==> config.mk <==
export PLATFORM = sky130hd
export DESIGN_NAME = div_seq_16bits
export DESIGN_NICKNAME = d
export VERILOG_FILES = /design/src/rtl/div_seq_16bits.sv
export SDC_FILE = /design/constraint.sdc
export NUM_CORES = 1
export LEC_CHECK = 0
export ABC_AREA = 1
export BUFFER_PORTS_ARGS = -buffer_cell sky130_fd_sc_hd__buf_2
export CAP_MARGIN = 10
export CORE_ASPECT_RATIO = 0.7
export CORE_MARGIN = 2
export CORE_UTILIZATION = 57
export DETAILED_ROUTE_END_ITERATION = 6
export GPL_ROUTABILITY_DRIVEN = 0
export GPL_TIMING_DRIVEN = 1
export PLACE_DENSITY = 0.8
export SYNTH_ARGS = -nofsm -noshare
export SYNTH_HDL_FRONTEND = slang
export SYNTH_SLANG_ARGS = --single-unit
==> constraint.sdc <==
create_clock -name clk -period 3 [get_ports clk]
set_clock_uncertainty 0.15 [all_clocks]
set_input_delay 0.6 -clock clk [delete_from_list [all_inputs] [get_ports clk]]
set_output_delay 0.6 -clock clk [all_outputs]
set_load 0.02 [all_outputs]
==> src/rtl/div_seq_16bits.sv <==
// Sequential restoring divider: one quotient bit per clock, 17-cycle latency.
// Optional signed mode is enabled by defining DIV_SIGNED_EN.
module div_seq_16bits #(
  parameter int WIDTH = 16
) (
  input  logic             clk,
  input  logic             rst_n,
  input  logic             start,
  input  logic [WIDTH-1:0] dividend,
  input  logic [WIDTH-1:0] divisor,
  output logic             busy,
  output logic             done,
  output logic [WIDTH-1:0] quotient,
  output logic [WIDTH-1:0] remainder,
  output logic             div_by_zero
);

  localparam int CW = $clog2(WIDTH);

  typedef enum logic [1:0] {
    IDLE = 2'd0,
    RUN  = 2'd1,
    FIN  = 2'd2
  } state_t;

  state_t state, state_nx;

  logic [WIDTH-1:0] dvd;
  logic [WIDTH-1:0] dvs;
  logic [WIDTH-1:0] rem;
  logic [CW-1:0]    cnt;

  logic             load;
  logic             busy_d;
  logic             done_d;
  logic [WIDTH:0]   shifted;
  logic [WIDTH:0]   diff;
  logic             qbit;
  logic [WIDTH-1:0] q_res;
  logic [WIDTH-1:0] r_res;
  logic [WIDTH-1:0] op_a;
  logic [WIDTH-1:0] op_b;

`ifdef DIV_SIGNED_EN
  logic neg_q;
  logic neg_r;
`endif

  // state register
  always_ff @(posedge clk or negedge rst_n) begin
    if (!rst_n) state <= IDLE;
    else        state <= state_nx;
  end

  // next-state logic; start is ignored while the done pulse is showing
  always_comb begin
    state_nx = state;
    unique case (state)
      IDLE: if (start && !done) state_nx = RUN;
      RUN:  if (cnt == CW'(WIDTH - 1)) state_nx = FIN;
      FIN:  state_nx = IDLE;
      default: state_nx = IDLE;
    endcase
  end

  // output / control decode
  always_comb begin
    load   = (state == IDLE) && start && !done;
    busy_d = (state == RUN);
    done_d = (state == FIN);
  end

  // one restoring step and the final result correction
  always_comb begin
    shifted = {rem, dvd[WIDTH-1]};
    diff    = shifted - {1'b0, dvs};
    qbit    = ~diff[WIDTH];
    op_a    = dividend;
    op_b    = divisor;
`ifdef DIV_SIGNED_EN
    if (dividend[WIDTH-1]) op_a = -dividend;
    if (divisor[WIDTH-1])  op_b = -divisor;
    q_res = neg_q ? -dvd : dvd;
    r_res = neg_r ? -rem : rem;
    if (dvs == '0) q_res = '1;
`else
    q_res = dvd;
    r_res = rem;
`endif
  end

  // datapath registers: operands, partial remainder, counter
  always_ff @(posedge clk or negedge rst_n) begin
    if (!rst_n) begin
      dvd <= '0;
      dvs <= '0;
      rem <= '0;
      cnt <= '0;
`ifdef DIV_SIGNED_EN
      neg_q <= 1'b0;
      neg_r <= 1'b0;
`endif
    end else if (load) begin
      dvd <= op_a;
      dvs <= op_b;
      rem <= '0;
      cnt <= '0;
`ifdef DIV_SIGNED_EN
      neg_q <= dividend[WIDTH-1] ^ divisor[WIDTH-1];
      neg_r <= dividend[WIDTH-1];
`endif
    end else if (state == RUN) begin
      rem <= qbit ? diff[WIDTH-1:0] : shifted[WIDTH-1:0];
      dvd <= {dvd[WIDTH-2:0], qbit};
      cnt <= cnt + CW'(1);
    end
  end

  // registered outputs, updated only when a result completes
  always_ff @(posedge clk or negedge rst_n) begin
    if (!rst_n) begin
      busy        <= 1'b0;
      done        <= 1'b0;
      quotient    <= '0;
      remainder   <= '0;
      div_by_zero <= 1'b0;
    end else begin
      busy <= busy_d;
      done <= done_d;
      if (done_d) begin
        quotient    <= q_res;
        remainder   <= r_res;
        div_by_zero <= (dvs == '0);
      end
    end
  end

endmodule

==> metrics.md <==
| Metric | Value |
|---|---|
| Outcome | `completed` |
| Tcrit/Tclk final | `0.837` |
| Post-route design area | `5400 µm²` |
| Drt via density | `~5.2` |
| Initial core utilization | `0.590` |
| Syn-to-layout area delta | `15.8%` |
| Post-synthesis adder-cell area fraction | `0.0499` |
| First-pass GRT wire length | `18200 µm` |
| Post-Synth XOR/XNOR Area | `0.0131` |
| Min Tclk post-route | `about 2500 ps` |
| Post-synth EDFFs | `0` |
| Slew HR | `0.415` |
| RSZ-0062 raised after global routing | `no` |
| Post_cts resized | `0` |
| Largest net degree at the start of global routing | `65` |
| Layout cell share with drive strength beyond 1 | `0.152` |
| CORE AREA | `7910 µm²` |
| Met1 Wirelength | `between 5000 and 6000 µm` |
| Peak VDD IR | `between 0.8 and 0.9 mV` |
| # hold bufs at CTS | `0` |
| DRT Wirelength | `roughly 11000 µm` |
| Most instantiated cells after synthesis | `nand2_1 (218), inv_1 (101), dfrtp_1 (89), o21ai_0 (52), nand3_1 (32)` |
| Post-synthesis mux area share | `0` |
| Die Y | `79.7 µm` |
| H-Tree Depth | `3` |
| Largest family of logic cells by synthesized area | `simple AND/OR/NAND/NOR gates` |
| Die width | `~110 µm` |
| Skew-Pair Late Insertion Delay | `340 ps` |
| TritonCTS Buffers | `9` |
| Highest routed layer | `met4` |
| Max-cap violations | `0` |
| # rows | `27` |
| Metal3 WL | `between 600 and 700 µm` |
| Post-synthesis instance total | `607` |
| CTS root buf | `clkbuf_16` |
| Core Util, Final | `0.683` |
| Nets | `~730` |
| Critical path class | `register to register` |
| Max Clk Rate | `~400 MHz` |
| TritonCTS clock tree | `done` |
| Worst EP arrival | `~2600 ps` |
| Yosys top cell area share | `0.477` |
| Worst-case clock buffer depth | `2` |
| Critical Path Sink Type | `register` |
| Post-route antenna net violation count | `0` |
| Initial antenna violation count | `0` |
| Post-synth ARST share | `1.00` |
| PortBufs | `~70` |
| Placed cell area | `about 5100 µm²` |
| Die area | `8930 µm²` |
| 1st-pass router iterations | `5` |
| Max Slew Vio Count | `0` |
| Synth area leaders | `dfrtp_1 (48%), nand2_1 (18%), inv_1 (8.1%)` |
| Via count | `just over 4000` |
| Pwr dens | `between 1000 and 1500 nW/µm²` |
| HPWL after DPL | `between 7000 and 8000 µm` |
| Crit Path Max Fanout | `15` |
| Top FF cell, synth | `dfrtp_1` |
| Most frequent cell after synthesis | `nand2_1` |
| Seq cells post-synth | `~90` |
| Syn nets | `660` |
| Post-route DRC | `0` |
| Yosys cell types | `29` |
| Met2 routed WL | `5080 µm` |
| Post-synthesis sequential area ratio | `0.477` |
| # Post-CTS Setup Buffers | `0` |
| Vias in the first global route | `~3800` |
| Setup TNS | `0 ps` |
| Simple-Gate Fraction of Synth Area | `0.257` |
| Synthesized area | `4660 µm²` |
| Compound-gate portion of the synthesized area | `0.0998` |
| Total grt overflow | `0` |
| GRT Util Overall | `0.259` |
| Slew @ Worst Pin | `between 800 and 900 ps` |
| Final setup viols | `0` |
| Hold Violations, Final | `0` |
| Mean Syn Cell Area | `approximately 7.7 µm²` |
| Critical Path Start Type | `register` |
| Worst hold path type | `input pin to asynchronous set/reset pin` |
| Worst EP required | `about 3100 ps` |
| Synth area leader | `dfrtp_1` |
| Synthesis warning total | `0` |
| CTS sink count | `89` |
| Fill cell count | `~640` |
| Wire length per cell | `roughly 14 µm` |
| DR iter-0 viols | `~290` |
| Leak | `0.00297 µW` |
| N_diodes | `0` |
| I/O pin cnt | `70` |
| CTS clk-pin slew, worst paths | `60 ps` |
[registers in the layout (all words and copies together) (netlist names)]
register / count
busy: 1
cnt: 4
div_by_zero: 1
done: 1
dvd: 16
dvs: 16
quotient: 16
r_res: 16
remainder: 16
state: 2
[layout by cell type, fill, tap and decap left out, drive strengths merged]
cell type | synthesis | layout
o211ai | 1 | 1
a21oi | 11 | 11
nand3b | 1 | 1
buf | 7 | 72
a22o | 1 | 1
fa | 1 | 1
o221ai | 14 | 14
bufinv | 0 | 2
inv | 103 | 104
nor3 | 3 | 3
clkinv | 0 | 2
nand2 | 229 | 229
nor2 | 19 | 19
nand4 | 4 | 4
dfrtp | 89 | 89
xnor2 | 7 | 7
ha | 17 | 17
clkbuf | 11 | 10
nor4 | 2 | 2
clkinvlp | 0 | 1
nand3 | 32 | 32
o21ai | 52 | 52
a22oi | 1 | 1
and2 | 2 | 2
[path summary, 6_finish.rpt]
| check | slack (ps) | to | from | cells past startpoint |
|---|---|---|---|---|
| max | 490 | r_res[14]$_DFFE_PN0P_ | dvd[15]$_DFFE_PN0P_ | 15 |
| min | 40 | dvs[15]$_DFFE_PN0P_ | rst_n | 1 |
| max reg2reg | 490 | r_res[14]$_DFFE_PN0P_ | dvd[15]$_DFFE_PN0P_ | 15 |
| min reg2reg | 330 | remainder[3]$_DFFE_PN0P_ | remainder[3]$_DFFE_PN0P_ | 2 |
| max in group asynchronous | 2030 | dvd[12]$_DFFE_PN0P_ | rst_n | 2 |
| min in group clk | 310 | dvs[0]$_DFFE_PN0P_ | divisor[0] | 3 |
[routing by layer]
layer	track usage	vias to the layer above
li1	-	2028
met5	0	-
met2	0.408	125
met4	0.0756	0
met3	0.0585	17
met1	0.363	1894
[layout make-up]
| class | instances | area (µm²) | share of cell area |
|---|---|---|---|
| clock buffers | 10 | 229 | 0.0424 |
| clock inverters | 6 | 90.1 | 0.0167 |
| inverters | 103 | 387 | 0.0716 |
| multi-input cells | 397 | 1960 | 0.363 |
| flip-flops and latches | 89 | 2230 | 0.412 |
| well taps | 101 | 126 | 0.0234 |
| repair buffers | 72 | 383 | 0.0709 |
[where the power goes]
part / internal [µW] / switching (µW)
clock: 733 / 476
sequential: 1750 / 315
combinational: 1490 / 2810
[through the flow]
step	instances	setup slack, ps	hold slack, ps	total power, µW
6_report	778	489	39.5	7570
5_1_grt	778	184	77.1	8250
4_1_cts	778	501	56.9	7540
3_5_place_dp	762	544	318	6260
3_3_place_gp	762	618	308	6090
2_1_floorplan	607	816	154	5320
[critical path: stages (launching register included)]
cell	delay, ps
dfrtp_1	360
inv_1	130
ha_1	170
inv_1	70
fa_1	410
nand2_1	100
nand2_1	60
nand3_1	90
nand2_2	90
nand2_2	90
nand3_1	120
nand2_2	290
nand2_1	130
nand2_1	80
nand2_1	40
nand2_1	50
[kinds of logic (layout without fill, tap and decap cells)]
family	count (synthesis)	in the layout
AO/OA/AOI/OAI	80	80
AND/OR/NAND/NOR	292	292
adder cells (fa/ha/maj)	18	18
flip-flops	89	89
buffers and inverters	121	191
XOR/XNOR	7	7
Power figures use the tool's default switching activity.
